### config.mk
export PLATFORM = sky130hd
export DESIGN_NAME = ro_meter
export DESIGN_NICKNAME = d
export VERILOG_FILES = /design/src/rtl/ro_meter_pkg.sv /design/src/rtl/ro_sync_edge.sv /design/src/rtl/ro_meter.sv
export SDC_FILE = /design/constraint.sdc
export NUM_CORES = 1
export LEC_CHECK = 0
export CORE_ASPECT_RATIO = 1.5
export CORE_MARGIN = 4
export CORE_UTILIZATION = 50
export DETAILED_ROUTE_END_ITERATION = 7
export DONT_BUFFER_PORTS = 1
export PLACE_DENSITY = 0.76
export SKIP_CTS_REPAIR_TIMING = 1
export SLEW_MARGIN = 30
export SYNTH_ARGS = -nofsm -noshare
export SYNTH_HDL_FRONTEND = slang
export SYNTH_SLANG_ARGS = --single-unit
### constraint.sdc
create_clock -name clk -period 5.86 [get_ports clk]
set_clock_uncertainty 0.05 [all_clocks]
set_input_delay 0.879 -clock clk [delete_from_list [all_inputs] [get_ports clk]]
set_output_delay 0.879 -clock clk [all_outputs]
set_load 0.02 [all_outputs]
### src/rtl/ro_meter_pkg.sv
// Shared definitions for the ring-oscillator readout (ro_meter) and related
// chain readouts: FSM state type, default sizing, and the timer width helper.
package ro_meter_pkg;

  typedef enum logic [1:0] {
    IDLE,
    SETTLE,
    MEASURE,
    HOLD
  } meterState_t;

  localparam int unsigned DEF_WINDOW_CYCLES = 1024;
  localparam int unsigned DEF_SETTLE_CYCLES = 16;
  localparam int unsigned DEF_CNT_W         = 16;
  localparam int unsigned AVG_WINDOWS       = 4;

  // Width of a timer that must reach max(window, settle) - 1; never below 1 bit.
  function automatic int unsigned timerWidth(input int unsigned window,
                                             input int unsigned settle);
    int unsigned m;
    int unsigned w;
    m = (window > settle) ? window : settle;
    w = $clog2(m);
    return (w < 1) ? 1 : w;
  endfunction

endpackage

### src/rtl/ro_sync_edge.sv
// Two-flop synchronizer for an asynchronous input followed by a registered
// rising-edge detector. rise is asserted for one clk cycle, three cycles after
// the input edge. Input toggles faster than clk/2 alias; this is not detected.
module ro_sync_edge (
  input  logic clk,
  input  logic rst,
  input  logic din,
  output logic rise
);

  logic s1;
  logic s2;
  logic s3;

  // Synchronizer stages plus one history flop for the edge compare.
  always_ff @(posedge clk) begin
    if (rst) begin
      s1 <= 1'b0;
      s2 <= 1'b0;
      s3 <= 1'b0;
    end else begin
      s1 <= din;
      s2 <= s1;
      s3 <= s2;
    end
  end

  assign rise = s2 & ~s3;

endmodule

### src/rtl/ro_meter.sv
// Ring-oscillator readout: enables the loop, waits SETTLE_CYCLES, counts
// synchronized rising edges of ro_in over WINDOW_CYCLES clk cycles, and holds
// the (saturating) count behind a valid/ready handshake.
// Optional build macro RO_METER_AVG_EN: measure AVG_WINDOWS back-to-back
// windows and report the truncated average; overflow if any window saturated.
module ro_meter
  import ro_meter_pkg::*;
#(
  parameter int unsigned WINDOW_CYCLES = DEF_WINDOW_CYCLES,
  parameter int unsigned SETTLE_CYCLES = DEF_SETTLE_CYCLES,
  parameter int unsigned CNT_W         = DEF_CNT_W
) (
  input  logic             clk,
  input  logic             rst,
  input  logic             start,
  output logic             ro_en,
  input  logic             ro_in,
  output logic             busy,
  output logic [CNT_W-1:0] result,
  output logic             result_valid,
  input  logic             result_ready,
  output logic             overflow
);

  localparam int unsigned      TW          = timerWidth(WINDOW_CYCLES, SETTLE_CYCLES);
  localparam logic [TW-1:0]    SETTLE_LAST = TW'(SETTLE_CYCLES - 1);
  localparam logic [TW-1:0]    WINDOW_LAST = TW'(WINDOW_CYCLES - 1);
  localparam logic [CNT_W-1:0] CNT_MAX     = '1;

  meterState_t      state;
  meterState_t      stateNext;
  logic [TW-1:0]    timer;
  logic [CNT_W-1:0] edgeCnt;
  logic [CNT_W-1:0] cntNext;
  logic [CNT_W-1:0] captureVal;
  logic [CNT_W-1:0] resultR;
  logic             overflowR;
  logic             roEnR;
  logic             rise;
  logic             satHit;
  logic             settleEnd;
  logic             windowEnd;
  logic             measureDone;
  logic             clearCnt;

  ro_sync_edge uSyncEdge (
    .clk  (clk),
    .rst  (rst),
    .din  (ro_in),
    .rise (rise)
  );

  // Saturating edge-count increment and window/settle end strobes.
  always_comb begin
    satHit    = rise && (edgeCnt == CNT_MAX);
    cntNext   = (rise && !satHit) ? edgeCnt + CNT_W'(1) : edgeCnt;
    settleEnd = (state == SETTLE) && (timer == SETTLE_LAST);
    windowEnd = (state == MEASURE) && (timer == WINDOW_LAST);
  end

`ifdef RO_METER_AVG_EN
  logic [1:0]       winIdx;
  logic [CNT_W+1:0] winSum;
  logic [CNT_W+1:0] sumNext;

  // Sum including the current window's final count; average is sum / 4.
  always_comb begin
    sumNext     = winSum + {2'b00, cntNext};
    measureDone = windowEnd && (winIdx == 2'(AVG_WINDOWS - 1));
    clearCnt    = windowEnd;
    captureVal  = CNT_W'(sumNext >> 2);
  end

  // Window index and running sum, cleared on entry to MEASURE.
  always_ff @(posedge clk) begin
    if (rst) begin
      winIdx <= '0;
      winSum <= '0;
    end else if (settleEnd) begin
      winIdx <= '0;
      winSum <= '0;
    end else if (windowEnd) begin
      winIdx <= winIdx + 2'd1;
      winSum <= sumNext;
    end
  end
`else
  // Single window: the final count (including a rise on the last cycle) is the result.
  always_comb begin
    measureDone = windowEnd;
    clearCnt    = 1'b0;
    captureVal  = cntNext;
  end
`endif

  // Next-state logic.
  always_comb begin
    stateNext = state;
    case (state)
      IDLE:    if (start)        stateNext = SETTLE;
      SETTLE:  if (settleEnd)    stateNext = MEASURE;
      MEASURE: if (measureDone)  stateNext = HOLD;
      HOLD:    if (result_ready) stateNext = IDLE;
      default:                   stateNext = IDLE;
    endcase
  end

  // State register, timer, edge counter, result capture and loop enable.
  always_ff @(posedge clk) begin
    if (rst) begin
      state     <= IDLE;
      timer     <= '0;
      edgeCnt   <= '0;
      overflowR <= 1'b0;
      resultR   <= '0;
      roEnR     <= 1'b0;
    end else begin
      state <= stateNext;
      // Registered so the gate into the chain is glitch-free.
      roEnR <= (stateNext == SETTLE) || (stateNext == MEASURE);
      case (state)
        IDLE: begin
          if (start) timer <= '0;
        end
        SETTLE: begin
          if (settleEnd) begin
            timer     <= '0;
            edgeCnt   <= '0;
            overflowR <= 1'b0;
          end else begin
            timer <= timer + TW'(1);
          end
        end
        MEASURE: begin
          edgeCnt <= clearCnt ? '0 : cntNext;
          if (satHit) overflowR <= 1'b1;
          timer <= windowEnd ? '0 : timer + TW'(1);
          if (measureDone) resultR <= captureVal;
        end
        default: ;
      endcase
    end
  end

  assign ro_en        = roEnR;
  assign busy         = (state == SETTLE) || (state == MEASURE);
  assign result_valid = (state == HOLD);
  assign result       = resultR;
  assign overflow     = overflowR;

endmodule

== Word level (Yosys, flattened, before mapping) ==
Cells that the tools add are included.

* Register bits after elaboration: 49
* Bits of input ports: 5
* Output and inout port bits: 20
* Word-level logic and storage cells: 53

* Add/sub/neg operators: 2
* Equal/unequal tests: 11
* Mux-type cells: 15
* Bitwise operators: 2
* Reductions and logical operators: 14

{| class="wikitable"
|+ Operator list
! cell !! count
|-
| $mux W16 || 2
|-
| $pmux W16 S2 || 1
|-
| $mux W10 || 3
|-
| $pmux W10 S3 || 1
|-
| $add A16 B1 Y16 const B || 1
|-
| $eq A16 B16 Y1 const B || 1
|-
| $add A10 B1 Y10 const B || 1
|-
| $eq A10 B10 Y1 const B || 1
|-
| $eq A10 B4 Y1 const B || 1
|-
| $mux W2 || 4
|-
| $pmux W2 S4 || 1
|-
| $eq A2 B2 Y1 const B || 3
|-
| $ne A2 B2 Y1 const B || 3
|-
| $reduce_and A2 Y1 || 3
|-
| $eq A2 B1 Y1 const B || 2
|-
| $logic_and A1 B1 Y1 || 4
|-
| $reduce_and A3 Y1 || 1
|-
| $reduce_bool A3 Y1 || 1
|-
| $logic_not A2 Y1 || 1
|-
| $logic_or A1 B1 Y1 || 2
|-
| $mux W1 || 2
|-
| $pmux W1 S2 || 1
|-
| $reduce_bool A2 Y1 || 1
|-
| $and A1 B1 Y1 || 1
|-
| other kinds (2) || 2
|}

== Logic depth before layout (Yosys ltp) ==
Gate-level depths: netlist of run 1.

* Depth after elaboration: 7
* Gate-level depth with buffers: 8
* Mapped depth without buffers: 7

== By module ==
Synthesis of run 1 repeated with hierarchy kept, for this count alone.

* Cells, all modules: 328
* Area total of the unflattened synthesis: 2,776.4 µm²

{| class="wikitable"
|+ By module, submodules not included
! module !! instances !! cells each !! area an instance (µm²) !! sequential area each (µm²)
|-
| ro_meter || 1 || 321 || 2,688.8 || 920.9
|-
| ro_sync_edge || 1 || 7 || 87.6 || 60.1
|}

== Worst setup path after synthesis of run 1 ==
OpenSTA, ideal clock, no wires.

* Path type: in2reg
* From: in rst
* To: reg resultR[12], in the netlist result[12]
* Setup time: 86 ps
* Arrival time: 1,815 ps
* Required time: 5,724 ps
* Slack: 3,910 ps
* Stages: 3
* Path buffers: 2
* Cells stage by stage: buf_6 -> dlygate4sd3_1 -> a211oi_1

{| class="wikitable"
|+ RTL lines
! element !! line !! RTL
|-
| start: declaration || ro_meter.sv:14 || <nowiki>input logic rst,</nowiki>
|-
| end signal: assignment || ro_meter.sv:138 || <nowiki>if (measureDone) resultR <= captureVal;</nowiki>
|-
| end: declaration || ro_meter.sv:36 || <nowiki>logic [CNT_W-1:0] resultR;</nowiki>
|}

No word-level cell between the ends.

== Worst setup path after layout of run 1 ==
* From: reg state[1]
* To: out busy

* Longest elaborated chain between the ends: 2
* Elaborated cells between the ends (all ways): 3
* Classes of those cells: eq/ne: 2; reduce/logical: 1

{| class="wikitable"
|+ Ends and longest elaborated chain
! element !! line !! RTL
|-
| start: declaration || ro_meter.sv:30 || <nowiki>meterState_t state;</nowiki>
|-
| start signal: assignment || ro_meter.sv:118 || <nowiki>state <= stateNext;</nowiki>
|-
| $eq A2 B1 Y1 / $eq A2 B2 Y1 (equally long branches) || ro_meter.sv:146 || <nowiki>assign busy = (state == SETTLE) || (state == MEASURE);</nowiki>
|-
| $logic_or A1 B1 Y1 (*) || ro_meter.sv:146 ||
|-
| end: declaration || ro_meter.sv:18 || <nowiki>output logic busy,</nowiki>
|}

Every way passes the cells marked *; elsewhere a longest branch is shown, timed or not.

==> results of run 1 <==
registers in the layout, indices dropped and copies added, names as in the netlist:
register,count
timer,10
uSyncEdge.s1,1
result,16
ro_en,1
state,2
uSyncEdge.s3,1
uSyncEdge.s2,1
edgeCnt,16
overflow,1
cell usage after synthesis, types with 3 or more instances:
cell type  instances  share of area
dfxtp_1           49           0.36
nor2_1            29          0.040
nand2_1           28          0.038
a21oi_1           18          0.033
a211oi_1          17          0.046
o21ai_0           14          0.025
xnor2_1           14          0.045
nand3_1           13          0.024
inv_1             11          0.015
ha_1               7          0.032
nand2b_1           7          0.016
a31oi_1            6          0.014
nor3_1             6          0.011
buf_6              5          0.020
nand4_1            5          0.011
clkbuf_1           4         0.0055
nor2b_1            4         0.0091
nor4_1             4         0.0091
or3_1              4         0.0091
a21o_1             3         0.0082
buf_2              3         0.0055
buf_4              3         0.0082
mux2i_1            3          0.011
nand4b_1           3         0.0096
nor4_4             3          0.023
o21a_1             3         0.0082
worst max-delay path: stages, from the launching register on:
cell     delay [ps]
dfxtp_1         450
inv_1           100
ha_1            480
power groups by stage:
| stage | sequential [mW] | combinational [mW] | clock (mW) |
|---|---|---|---|
| after CTS | 0.338 | 0.0300 | 0.226 |
| after detailed placement | 0.346 | 0.0298 | 0 |
| after global placement | 0.346 | 0.0296 | 0 |
| after floorplan | 0.345 | 0.0284 | 0 |
| after global routing | 0.338 | 0.0337 | 0.237 |
| final | 0.338 | 0.0300 | 0.220 |
cell type report:
type / count / area (um^2) / area share
repair buffers: 1 / 7.51 / 0.00266
clock buffers: 7 / 96.3 / 0.0341
flip-flops and latches: 49 / 981 / 0.347
multi-input cells: 237 / 1610 / 0.569
inverters: 11 / 41.3 / 0.0146
clock inverters: 1 / 5.00 / 0.00177
well taps: 68 / 85.1 / 0.0301
worst min-delay path by stage:
stage	start	end	slack (ps)	depth (start not counted)
after global routing	uSyncEdge.s1	uSyncEdge.s2	430	1
final	uSyncEdge.s1	uSyncEdge.s2	400	1
after detailed placement	uSyncEdge.s1	uSyncEdge.s2	380	1
after CTS	uSyncEdge.s1	uSyncEdge.s2	400	1
after floorplan	uSyncEdge.s1	uSyncEdge.s2	360	1
after global placement	uSyncEdge.s1	uSyncEdge.s2	380	1
cells by family (layout without fill, tap and decap cells):
logic type | Yosys count | after routing
multiplexers | 4 | 4
AO/OA/AOI/OAI | 82 | 82
XOR/XNOR | 15 | 15
buffers and inverters | 27 | 20
adder cells (fa/ha/maj) | 7 | 7
AND/OR/NAND/NOR | 129 | 129
flip-flops | 49 | 49
stage by stage:
stage / power [mW] / utilization / std cells / setup WS, ps
floorplan: 0.374 / - / 313 / 3910
finish: 0.588 / 0.538 / 374 / 3590
global route: 0.609 / 0.538 / 374 / 3400
CTS: 0.594 / 0.538 / 374 / 3570
detailed placement: 0.376 / 0.519 / 366 / 3650
global placement: 0.375 / 0.519 / 366 / 3730
per-layer routing:
metal / track usage / part of all wire
met4: 0.0628 / 0.015
met3: 0.0376 / 0.037
met1: 0.202 / 0.42
met5: 0 / 0
met2: 0.308 / 0.53
==> out/metrics.yaml, run 1 <==
die:
  std_cell_rows: 32
  die_h_um: 98.8
  ioPinCount: 25
  start_util: 0.524
  core_area_um2: 5250
  fp.dieW_um: 68.5
  die-area_um2: 6770
finish:
  layout-drive-gt1-share: 0.108
  mostFrequentLayoutCells: "dfxtp_1, nor2_1, nand2_1, a21oi_1, a211oi_1"
  stdcell_area_um2: 2820
  syn2layout_area_growth_pct: 2.73
  n_fill_cell: 502
  layout_commonest_cell: "dfxtp_1"
  diodes: 0
  layout.nets: 317
global_route:
  gr-total-overflow: 0
  grt_pass1_vias: 2076
  track_usage: 0.176
  grt_start_max_net_pins: 41
  antenna_found_initial: 0
  grt_pass1_wl_um: 9400
timing:
  min_period_over_period: 0.387
  max_slew_margin: 0.570
  drv_slew: 0
  setup_viol: 0
  hold_violations: 0
  rsz0062_at_grt: "false"
  tns_ps: 0
  tightest_slew_ps: 645
  max_freq_ghz: 0.440
  post-route-min-period_ps: 2270
  hold_ws_ps: 400
synthesis:
  synth_top_family_by_area: "simple AND/OR/NAND/NOR gates"
  synth_edf_count: 0
  syn_nets: 325
  synth_mux_area_frac: 0.0150
  async_reset_ff_frac: 0
  yosysWarnings: 0
  synth_cell_types: 66
  synthAdderAreaFrac: 0.0319
  synth_flop_cell: "dfxtp_1"
  postSynthAreaPerCell_um2: 8.78
  synthSimpleGateAreaFrac: 0.276
  ys_ff_latch: 49
  synth_seq_area_share: 0.357
  synthXorXnorAreaFrac: 0.0478
  synth-compound-area-share: 0.214
  syn-cell-area_um2: 2750
  synthCells: 313
min_path:
  hp-class: "flip-flop to flip-flop"
worst_setup_path:
  crit_end: "busy"
  rr_startpoint: "state[1]"
  end_kind: "output port"
  critPathRequiredTime_ps: 4930
  cp_max_fo: 7
  start_kind: "flip-flop"
  r2r_cells: 6
  worstPathArrival_ps: 1340
  worstSetupPathType: "flip-flop to output port"
  reg2reg_to: "result[13]"
  ff2ff_setup_slack_ps: 3660
  critPathLaunch: "state[1]"
placed_design:
  place.gp.congestion: 0.845
  io_buffers: 0
  hpwl_um: 3960
  place_area_um2: 2720
power_and_ir_drop:
  switchingPower_mw: 0.135
  power_frac_seq: 0.575
  powerDensity_nw_per_um2: 208
  p_int_mw: 0.453
  swShare: 0.230
  p_comb_frac: 0.051
  clock_power_share: 0.374
  leakagePower_nw: 0.918
  ir_worst_vdd_v: 0.000127
clocking:
  htree_levels: 2
  clk_latency_ps: 310
  path_clk_slew_ps: 90
  cts_buffer_depth: 2
  root_buffer: "clkbuf_8"
  cts_tree: "built"
  cts_made_buffers: 5
  numClockSinks: 49
routing:
  dr.pass1.iters: 4
  via_per_inst: 6.01
  drt-initial-drc-count: 65
  num_vias: 2248
  wl_per_cell_um: 14.9
  drc_errors: 0
  ant_nets: 0
  totalWireLength_um: 5570
outcome:
  status: "complete, no violations"
job:
  drv_cap: 0
(Power assumes the default switching activity.)
==> run 2, diff against run 1 <==
--- a/config.mk
+++ b/config.mk
@@ -10,7 +10,7 @@
 export CORE_UTILIZATION = 50
 export DETAILED_ROUTE_END_ITERATION = 7
 export DONT_BUFFER_PORTS = 1
-export PLACE_DENSITY = 0.76
+export PLACE_DENSITY = 0.79
 export SKIP_CTS_REPAIR_TIMING = 1
 export SLEW_MARGIN = 30
 export SYNTH_ARGS = -nofsm -noshare
==> constraint.sdc (replaced) <==
create_clock -name clk -period 2 [get_ports clk]
set_clock_uncertainty 0.05 [all_clocks]
set_input_delay 0.3 -clock clk [delete_from_list [all_inputs] [get_ports clk]]
set_output_delay 0.3 -clock clk [all_outputs]
set_load 0.02 [all_outputs]
==> run 2 against run 1 <==
Sequential power grew to 2.9 times the previous value; hold slack got worse by 400 ps; sequential share of layout area is 3.3 points lower; first-iteration DRC count increased by 98%; non-clock buffer count rose by 32; die area is the same; global-route usage increased by 2.1 points; core utilization is 5.9 points higher; setup slack worse by 3500 ps; clock power grew to 3.9 times the previous value; final area is 11% higher; critical path depth increased by 5.
==> out/metrics.yaml, run 2 (synthesized netlist as in run 1, its figures left out) <==
worst_setup_path:
  cp_max_fo: 12
  path_delay_family: "simple AND/OR/NAND/NOR gates"
  worstSetupPathType: "flip-flop to flip-flop"
  crit_slowest_cell: "dfxtp_1"
  path_cells: "ha_1, and3_2, a31o_2, nand2b_1, buf_4, or3_1, o21ai_0"
  ff2ff_setup_slack_ps: 110
  reg2reg_to: "edgeCnt[9]"
  worstPathArrival_ps: 2070
  r2r_cells: 7
  rr_startpoint: "timer[0]"
  critPathRequiredTime_ps: 2190
  max_stage_delay_ps: 400
  path_buf_inv: 1
  end_kind: "flip-flop"
  start_kind: "flip-flop"
power_and_ir_drop:
  leakagePower_nw: 1.10
  ir_worst_vdd_v: 0.000326
  powerDensity_nw_per_um2: 625
  finalPower_mw: 1.96
min_path:
  holdPathStages: 1
  hold_path_end: "result[13]"
  holdCritStartpoint: "rst"
  hp-class: "input pin to flip-flop"
global_route:
  grt_start_max_net_pins: 41
  track_usage: 0.196
  grt_pass1_wl_um: 10400
  gr-total-overflow: 0
  antenna_found_initial: 0
  grt_pass1_vias: 2386
placed_design:
  hpwl_um: 4570
  place.gp.congestion: 0.890
  io_buffers: 0
  dpl_worst_slack_ps: 79.6
routing:
  ant_nets: 0
  wl_per_cell_um: 15.7
  drt-initial-drc-count: 129
  via_per_inst: 5.96
  drc_errors: 0
  num_vias: 2420
  dr.pass1.iters: 4
  totalWireLength_um: 6390
timing:
  max_freq_ghz: 0.530
  drv_slew: 0
  setup_viol: 0
  max_slew_margin: 0.657
  tightest_slew_ps: 513
  hold_violations: 0
  fin_ws_ps: 113
  min_period_over_period: 0.943
  post-route-min-period_ps: 1890
finish:
  layout.nets: 349
  fin_util: 0.597
  diodes: 0
  syn2layout_area_growth_pct: 13.9
  layout_commonest_cell: "dfxtp_1"
  layout-drive-gt1-share: 0.204
  mostFrequentLayoutCells: "dfxtp_1, buf_4, nor2_1, nand2_1, a21oi_1"
clocking:
  root_buffer: "clkbuf_8"
  cts_made_buffers: 5
  htree_levels: 2
  path_clk_slew_ps: 90
  cts_buffer_depth: 2
  cts_tree: "built"
  clk_latency_ps: 310
  numClockSinks: 49
die:
  die-area_um2: 6770
  fp.dieW_um: 68.5
  ioPinCount: 25
  die_h_um: 98.8
  core_area_um2: 5250
  std_cell_rows: 32
  start_util: 0.524
outcome:
  status: "complete, no violations"
job:
  drv_cap: 0
-- run 2: cell types whose count changed in the layout (fill, tap and decap cells not counted), moves of 2 or more --
| cell | delta |
|---|---|
| buf_4 | +29 |
| buf_12 | +2 |
| bufinv_16 | +2 |
| clkbuf_8 | -2 |
| dfxtp_1 | -2 |
| dfxtp_2 | +2 |
-- run 2: final cells by class --
| type | instances | area, um^2 |
|---|---|---|
| clock inverter | 3 | 65.1 |
| fill | 468 | 2110 |
| tap | 68 | 85.1 |
| inverter | 11 | 41.3 |
| timing repair buffer | 33 | 275 |
| clock buffer | 5 | 68.8 |
| multi-input combinational | 237 | 1610 |
| sequential | 49 | 983 |
-- run 2: worst max-delay path by stage --
stage | from | end | slack, ps | depth (start not counted)
CTS | timer[0] | edgeCnt[14] | 30 | 6
global route | timer[0] | result[13] | -0.5 | 7
floorplan | timer[0] | edgeCnt[8] | 160 | 8
global placement | timer[0] | edgeCnt[15] | 180 | 7
detailed placement | state[1] | edgeCnt[15] | 80 | 8
finish | timer[0] | edgeCnt[9] | 110 | 7
-- run 2: power breakdown --
| group | leakage, nW | internal (mW) | switching, mW |
|---|---|---|---|
| clock | 0.0681 | 0.497 | 0.353 |
| sequential | 0.397 | 0.982 | 0.00806 |
| combinational | 0.638 | 0.0443 | 0.0729 |
-- run 2: metrics by stage --
stage | instances | setup TNS (ps) | hold slack (ps) | instance area (um^2)
2_1_floorplan | 313 | 0 | 364 | 2750
5_1_grt | 406 | -0.518 | 0.204 | 3130
3_3_place_gp | 395 | 0 | 322 | 2950
3_5_place_dp | 395 | 0 | 323 | 2950
6_report | 406 | 0 | 2.27 | 3130
4_1_cts | 403 | 0 | -11.1 | 3090
-- run 2: routing by layer --
metal,wire [um],GRT usage
met1,2530,0.213
met2,3350,0.341
met3,318,0.0513
met4,193,0.0904
met5,0,0
==> run 3, diff against run 2 <==
--- a/config.mk
+++ b/config.mk
@@ -10,7 +10,7 @@
 export CORE_UTILIZATION = 50
 export DETAILED_ROUTE_END_ITERATION = 7
 export DONT_BUFFER_PORTS = 1
-export PLACE_DENSITY = 0.79
+export PLACE_DENSITY = 0.76
 export SKIP_CTS_REPAIR_TIMING = 1
 export SLEW_MARGIN = 30
 export SYNTH_ARGS = -nofsm -noshare
==> constraint.sdc (replaced) <==
create_clock -name clk -period 2.3 [get_ports clk]
set_clock_uncertainty 0.05 [all_clocks]
set_input_delay 0.345 -clock clk [delete_from_list [all_inputs] [get_ports clk]]
set_output_delay 0.345 -clock clk [all_outputs]
set_load 0.02 [all_outputs]
==> run 3 against run 2 <==
Non-clock buffer count is 26 lower; highest routed layer unchanged; wire length is 12% lower; sequential share of layout area is 2.6 points higher; register-to-register slack better by 70 ps; global-route usage is 1.6 points lower; cell count is 6.7% lower; first-iteration DRC count is 51% lower; clock power is 31% lower; critical endpoint is now edgeCnt[14].
==> out/metrics.yaml, run 3 (synthesized netlist as in run 1, its figures left out) <==
global_route:
  use_met2: 0.300
  grt_use_met1: 0.217
  grt_busiest_layer: "met2"
  track_usage: 0.181
  gr-usage-met3: 0.0388
  grt_pass1_vias: 2095
  grt_start_max_net_pins: 41
  gr-total-overflow: 0
  antenna_found_initial: 0
  grt_pass1_wl_um: 9500
clocking:
  cts_buffer_depth: 2
  clk_latency_ps: 300
  numClockSinks: 49
  cts_made_buffers: 5
  htree_levels: 2
  root_buffer: "clkbuf_8"
  cts_tree: "built"
  path_clk_slew_ps: 90
power_and_ir_drop:
  switchingPower_mw: 0.330
  powerDensity_nw_per_um2: 530
  p_int_mw: 1.20
  clock_power_share: 0.386
  swShare: 0.216
  leakagePower_nw: 0.952
  p_comb_frac: 0.051
  power_frac_seq: 0.563
  finalPower_mw: 1.53
  ir_worst_vdd_v: 0.000308
placed_design:
  io_buffers: 0
  place_area_um2: 2780
  place.gp.congestion: 0.864
  hpwl_um: 4120
routing:
  totalWireLength_um: 5650
  drt-initial-drc-count: 63
  dr.pass1.iters: 4
  via_per_inst: 5.91
  drc_errors: 0
  wl_per_cell_um: 14.9
  num_vias: 2239
  ant_nets: 0
min_path:
  hp-class: "input pin to flip-flop"
die:
  std_cell_rows: 32
  die_h_um: 98.8
  die-area_um2: 6770
  core_area_um2: 5250
  start_util: 0.524
  fp.dieW_um: 68.5
  ioPinCount: 25
timing:
  drv_slew: 0
  rsz0062_at_grt: "false"
  hold_violations: 0
  tightest_slew_ps: 650
  min_period_over_period: 0.919
  setup_viol: 0
  max_freq_ghz: 0.473
  hold_ws_ps: 53.1
  post-route-min-period_ps: 2110
  max_slew_margin: 0.567
  tns_ps: 0
worst_setup_path:
  path_cells: "ha_1, and3_1, a31o_2, nand2b_1, o21ai_0, mux2_2"
  start_kind: "flip-flop"
  end_kind: "flip-flop"
  worstSetupPathType: "flip-flop to flip-flop"
  path_delay_family: "simple AND/OR/NAND/NOR gates"
  critPathRequiredTime_ps: 2440
  cp_max_fo: 14
  path_buf_inv: 0
  worstPathArrival_ps: 2250
  crit_slowest_cell: "dfxtp_1"
  max_stage_delay_ps: 350
finish:
  seqCellArea_um2: 981
  layout.nets: 323
  mostFrequentLayoutCells: "dfxtp_1, nor2_1, nand2_1, a21oi_1, a211oi_1"
  diodes: 0
  multiInputGateArea_um2: 1610
  n_fill_cell: 500
  fin_util: 0.550
  layout-drive-gt1-share: 0.122
  syn2layout_area_growth_pct: 4.92
  layout_commonest_cell: "dfxtp_1"
  stdcell_area_um2: 2880
outcome:
  status: "complete, no violations"
job:
  drv_cap: 0
-- run 3: routing by layer --
metal / vias to the layer above / wire length, um
met1: 1049 / 2370
met2: 44 / 2920
met5: - / 0
met4: 0 / 119
li1: 1135 / -
met3: 11 / 241
-- run 3: path summary, 6_finish.rpt --
path / startpoint / endpoint / slack, ps / cells after the start
hold / removal: rst / uSyncEdge.s1 / 50 / 1
hold reg to reg: uSyncEdge.s1 / uSyncEdge.s2 / 400 / 1
setup reg to reg: timer[0] / edgeCnt[14] / 190 / 6
setup / recovery: timer[0] / edgeCnt[14] / 190 / 6
-- run 3: layout make-up --
class	count	share of cell area
clock buffer	5	0.0239
clock inverter	2	0.0121
inverter	11	0.0143
multi-input combinational	237	0.557
sequential	49	0.340
tap	68	0.0295
timing repair buffer	7	0.0226
-- run 3: metrics by stage --
stage | cells | worst slack (ps)
after CTS | 379 | 206
after global placement | 372 | 283
final | 379 | 187
after global routing | 379 | 34.5
after floorplan | 313 | 463
after detailed placement | 372 | 223
-- run 3: worst reg2reg max path, stage by stage, from the launching register on --
cell and delay (ps):
dfxtp_1 350, ha_1 260, and3_1 280, a31o_2 270
nand2b_1 350, o21ai_0 170, mux2_2 280
-- run 3: power by group through the flow --
stage          sequential (mW)  clock (mW)  combinational, mW
2_1_floorplan            0.880           0             0.0724
3_3_place_gp             0.881           0             0.0759
3_5_place_dp             0.881           0             0.0778
4_1_cts                  0.861       0.610             0.0784
5_1_grt                  0.862       0.641             0.0881
6_report                 0.861       0.590             0.0780
